`config.mk`:
```
export PLATFORM = sky130hd
export DESIGN_NAME = fetch_sequencer
export DESIGN_NICKNAME = d
export VERILOG_FILES = /design/src/rtl/fetch_sequencer_pkg.sv /design/src/rtl/fetch_addr_check.sv /design/src/rtl/fetch_sequencer.sv
export SDC_FILE = /design/constraint.sdc
export NUM_CORES = 1
export LEC_CHECK = 0
export CAP_MARGIN = 20
export CORE_MARGIN = 2
export CORE_UTILIZATION = 51
export DETAILED_ROUTE_END_ITERATION = 10
export MAX_ROUTING_LAYER = met4
export PLACE_DENSITY = 0.84
export SLEW_MARGIN = 20
export SYNTH_ARGS = -nofsm -noshare
export SYNTH_HDL_FRONTEND = slang
export SYNTH_SLANG_ARGS = --single-unit
```
`constraint.sdc`:
```
create_clock -name clk -period 4.1 [get_ports clk]
set_clock_uncertainty 0.15 [all_clocks]
set_input_delay 0.41 -clock clk [delete_from_list [all_inputs] [get_ports clk]]
set_output_delay 0.41 -clock clk [all_outputs]
set_load 0.005 [all_outputs]
```
`src/rtl/fetch_sequencer_pkg.sv`:
```
// Shared arm32 fetch constants: state encodings, code memory geometry and
// instruction size.
package fetch_sequencer_pkg;

    typedef logic [1:0] fetch_state_t;

    localparam fetch_state_t StIdle  = 2'd0;
    localparam fetch_state_t StRun   = 2'd1;
    localparam fetch_state_t StHalt  = 2'd2;
    localparam fetch_state_t StFault = 2'd3;

    // Must track the fetch stage's code_addr_width.
    localparam int unsigned CodeAddrWidthDefault = 8;

    localparam logic [31:0] InstBytes = 32'd4;

    function automatic logic [31:0] next_seq_pc(input logic [31:0] pc);
        return pc + InstBytes;
    endfunction

endpackage

```
`src/rtl/fetch_addr_check.sv`:
```
// Combinational legality check for a code fetch address: word aligned and
// inside the 2^CODE_ADDR_WIDTH-word code memory.
module fetch_addr_check
    import fetch_sequencer_pkg::*;
#(
    parameter int unsigned CODE_ADDR_WIDTH = CodeAddrWidthDefault
) (
    input  logic [31:0] addr,
    output logic        legal
);

    logic aligned;
    logic in_range;

    always_comb begin
        aligned  = (addr[1:0] == 2'b00);
        in_range = ((addr >> (CODE_ADDR_WIDTH + 2)) == 32'd0);
        legal    = aligned && in_range;
    end

endmodule

```
`src/rtl/fetch_sequencer.sv`:
```
// Fetch sequencer: owns the fetch PC and run/halt/fault state, applies branch
// redirects and decode back-pressure, and tags the fetch->decode register.
module fetch_sequencer
    import fetch_sequencer_pkg::*;
#(
    parameter logic [31:0] RESET_PC        = 32'h0000_0000,
    parameter int unsigned CODE_ADDR_WIDTH = CodeAddrWidthDefault
) (
    input  logic        clk,
    input  logic        rst_n,
    input  logic        start,
    input  logic        halt_req,
    output logic        fetch_en,
    output logic [31:0] fetch_pc,
    output logic        dec_valid,
    output logic [31:0] dec_pc,
    input  logic        dec_ready,
    input  logic        br_taken,
    input  logic [31:0] br_target,
    output logic [1:0]  state,
    output logic        fault,
    output logic [31:0] fault_pc
);

    fetch_state_t state_q, state_d;
    logic [31:0]  pc_q, pc_d;
    logic         dec_valid_q, dec_valid_d;
    logic [31:0]  dec_pc_q, dec_pc_d;
    logic         fault_q, fault_d;
    logic [31:0]  fault_pc_q, fault_pc_d;

    logic legal;
    logic want;

    fetch_addr_check #(
        .CODE_ADDR_WIDTH(CODE_ADDR_WIDTH)
    ) u_addr_check (
        .addr (fetch_pc),
        .legal(legal)
    );

    // A redirect or a free decode slot lets a new fetch overwrite the register.
    always_comb begin
        fetch_pc = br_taken ? br_target : pc_q;
        want     = (state_q == StRun) && !halt_req &&
                   (br_taken || !dec_valid_q || dec_ready);
        fetch_en = want && legal;
    end

    always_comb begin
        state_d    = state_q;
        fault_d    = fault_q;
        fault_pc_d = fault_pc_q;

        unique case (state_q)
            StIdle: begin
                if (start) state_d = StRun;
            end
            StRun: begin
                if (halt_req) begin
                    state_d = StHalt;
                end else if (want && !legal) begin
                    state_d    = StFault;
                    fault_d    = 1'b1;
                    fault_pc_d = fetch_pc;
                end
            end
            StHalt: begin
                if (start && !halt_req) state_d = StRun;
            end
            StFault: begin
                state_d = StFault;
            end
        endcase
    end

    always_comb begin
        pc_d        = pc_q;
        dec_valid_d = dec_valid_q;
        dec_pc_d    = dec_pc_q;

        if (fetch_en) begin
            pc_d        = next_seq_pc(fetch_pc);
            dec_valid_d = 1'b1;
            dec_pc_d    = fetch_pc;
        end else if (br_taken && (state_q != StFault)) begin
            pc_d        = br_target;
            dec_valid_d = 1'b0;
        end else if (dec_valid_q && dec_ready) begin
            dec_valid_d = 1'b0;
        end
    end

    always_ff @(posedge clk or negedge rst_n) begin
        if (!rst_n) begin
            state_q     <= StIdle;
            pc_q        <= RESET_PC;
            dec_valid_q <= 1'b0;
            dec_pc_q    <= 32'd0;
            fault_q     <= 1'b0;
            fault_pc_q  <= 32'd0;
        end else begin
            state_q     <= state_d;
            pc_q        <= pc_d;
            dec_valid_q <= dec_valid_d;
            dec_pc_q    <= dec_pc_d;
            fault_q     <= fault_d;
            fault_pc_q  <= fault_pc_d;
        end
    end

    always_comb begin
        state     = state_q;
        dec_valid = dec_valid_q;
        dec_pc    = dec_pc_q;
        fault     = fault_q;
        fault_pc  = fault_pc_q;
    end

endmodule

```
==> results.py <==
metrics = {
    "route": {
        "avgRoutedWirePerCell_um": 18.1,
        "ant_nets": 0,
        "drt-initial-drc-count": 70,
        "viasPerCell": 5.35,
        "firstDrtPassIters": 4,
        "drc": 0,
        "wirelength_um": 10300,
        "num_vias": 3053,
    },
    "final_layout": {
        "area_delta_synth_final_pct": 37.3,
        "nFillCells": 615,
        "stdcell_area_um2": 6250,
        "diodes": 0,
        "layout.nets": 497,
        "drive_gt1_share_pct": 27.0,
        "regArea_um2": 2500,
        "multi_input_area_um2": 1950,
    },
    "cts": {
        "clk_pin_slew_ps": 110,
        "clk_latency_ps": 370,
        "cts_root_buf": "clkbuf_8",
        "cts_buffer_depth": 2,
        "postCtsHoldBufs": 0,
        "cts_setup_buffers": 0,
        "cts_buffers": 9,
        "cts.sinks": 100,
        "cts_resized": 0,
        "cts-htree-levels": 3,
        "cts_tree": "yes",
    },
    "sta": {
        "relSlewSlack_pct": 36.1,
        "final_hold_viol_count": 0,
        "post-route-period-util_pct": 72.2,
        "setup_ws_ps": 1140,
        "rsz0062_at_grt": "false",
        "fmax_ghz": 0.338,
        "final_max_slew_viol_count": 0,
        "worst_pin_slew_ps": 958,
        "fin_crit_ps": 2960,
        "setup_viol": 0,
        "tns_ps": 0,
    },
    "global_route": {
        "grt_pass1_vias": 3182,
        "grt_max_degree": 77,
        "antenna_found_initial": 0,
        "grt_usage_pct": 22.5,
        "grt_overflow_total": 0,
        "grt_pass1_wl_um": 16700,
    },
    "power_and_ir_drop": {
        "power_mw": 3.80,
        "leakagePower_nw": 2.71,
        "power-per-cell-area_nw_per_um2": 607,
        "peakVddDrop_mv": 0.331,
    },
    "setup_path": {
        "crit_path_start_kind": "input pin",
        "cp-startpoint": "br_target[20]",
        "cp-end-kind": "primary output",
        "critPathMaxFanout": 3,
        "critPathKind": "input pin to primary output",
        "r2r-start": "state[1]",
        "critical_path_arrival_ps": 2400,
        "worstPathRequired_ps": 3540,
    },
    "placed_design": {
        "portBuffers": 138,
        "place_area_um2": 6020,
        "pre_cts_ws_ps": 1200,
        "gp_congestion": 0.812,
        "hpwl_um": 7160,
    },
    "synth": {
        "syn_nets": 358,
        "synth-compound-area-share_pct": 2.80,
        "synthAdderAreaFrac_pct": 0.275,
        "avgSynthCellArea_um2": 14.3,
        "yosys_register_bits": 100,
        "yosys.area_share.simple_pct": 8.18,
        "ys_warn_count": 0,
        "synth_cells": 319,
        "yosysUniqueCellTypes": 35,
        "synth_top_family_by_area": "multiplexers",
        "yosysSeqAreaShare_pct": 54.9,
        "synth_xor_xnor_area_share_pct": 1.35,
        "synth_area_um2": 4560,
        "synthMuxAreaShare_pct": 30.0,
    },
    "job": {
        "cap_violations": 0,
    },
    "die": {
        "die_height_um": 98.5,
        "die_w_um": 98.5,
        "core-area_um2": 8680,
        "io_pins": 139,
        "rows": 34,
        "start_util_pct": 52.5,
        "dieArea_um2": 9700,
    },
    "min_path": {
        "hold_class": "input pin to async pin",
    },
    "status": {
        "status": "complete, no violations",
    },
}
power by group:
| group | internal (mW) | switching [mW] | leakage [nW] |
|---|---|---|---|
| Sequential | 1.32 | 0.229 | 1.25 |
| Clock | 0.366 | 0.357 | 0.113 |
| Combinational | 1.02 | 0.503 | 1.35 |
synthesized netlist by cell type:
cell,n,area share (%)
a21boi_2,1,0.25
a21oi_1,3,0.33
a21oi_2,1,0.19
a31oi_1,1,0.14
and2_1,24,3.3
buf_2,7,0.77
buf_4,1,0.16
buf_6,4,0.99
clkbuf_1,3,0.25
dfrtp_1,100,55
ha_1,1,0.27
inv_1,3,0.25
mux2_2,62,15
mux2_4,34,11
mux2i_1,16,3.5
nand2_1,11,0.91
nand2b_1,2,0.27
nand3_1,6,0.66
nand3_2,1,0.22
nand3b_1,1,0.16
nand4_1,4,0.55
nor2_1,3,0.25
nor3_1,2,0.22
nor4_1,9,1.2
nor4_2,1,0.27
o211a_1,1,0.22
o211ai_1,1,0.16
o211ai_4,1,0.47
o21ai_0,4,0.44
o21ai_1,1,0.11
o22ai_2,1,0.27
o32a_1,1,0.22
or2_1,1,0.14
xnor2_1,1,0.19
xor2_1,6,1.2
layer usage:
metal / track usage (%) / vias to the layer above / share of wire, %
li1: - / 1411 / -
met1: 31.0 / 1532 / 46
met2: 34.9 / 92 / 49
met3: 2.77 / 18 / 3.5
met4: 7.80 / 0 / 1.8
met5: - / - / 0
cell type report:
cell class	count	area share [%]
Sequential cell	100	40.0
Clock inverter	6	1.50
Tap cell	108	2.16
Multi-Input combinational cell	201	31.2
Inverter	3	0.180
Clock buffer	10	2.20
Timing Repair Buffer	143	22.8
cell families (layout without fill, tap and decap cells):
| kind of cell | count (synthesis) | after routing |
|---|---|---|
| adder cells (fa/ha/maj) | 1 | 1 |
| AND/OR/NAND/NOR | 65 | 65 |
| multiplexers | 112 | 112 |
| flip-flops | 100 | 100 |
| AO/OA/AOI/OAI | 16 | 16 |
| buffers and inverters | 18 | 162 |
| XOR/XNOR | 7 | 7 |
cells in the final DEF, fill, tap and decap left out, drive strengths merged, types with 2 or more instances in the layout:
master,count
mux2i,16
a21oi,4
bufinv,2
xor2,6
clkbuf,10
nand3,7
nand4,4
o211ai,2
nand2b,2
inv,5
clkdlybuf4s50,136
and2,24
dfrtp,100
mux2,96
nor4,10
nand2,11
o21ai,5
buf,7
nor3,2
nor2,3
flip-flops by register name, summed over array words and instances (netlist names):
signal,count
dec_pc,32
fault_pc,32
pc_q,32
state,2
dec_valid,1
fault,1
stage by stage:
step,cells,hold slack [ps],util [%]
detailed placement,555,306,69.4
finish,571,26.8,72.1
CTS,571,69.3,72.1
global placement,555,300,69.4
global route,571,116,72.1
floorplan,319,-35.6,-
critical path: stages:
cell	delay (ps)
clkdlybuf4s50_1	440
nor4_1	440
nand4_1	210
mux2i_1	220
nand3_2	90
inv_1	60
clkdlybuf4s50_1	540
path summary, 6_finish.rpt:
check / to / slack, ps / cells after the start
setup / recovery: fetch_en / 1140 / 7
hold / removal: fault_pc[23] / 30 / 1
setup reg to reg: fault_pc[0] / 1620 / 5
hold reg to reg: fault / 340 / 1
max in group asynchronous: fault_pc[9] / 2850 / 2
min in group clk: fault / 340 / 1
No activity file was read; power rests on OpenSTA's default activity.
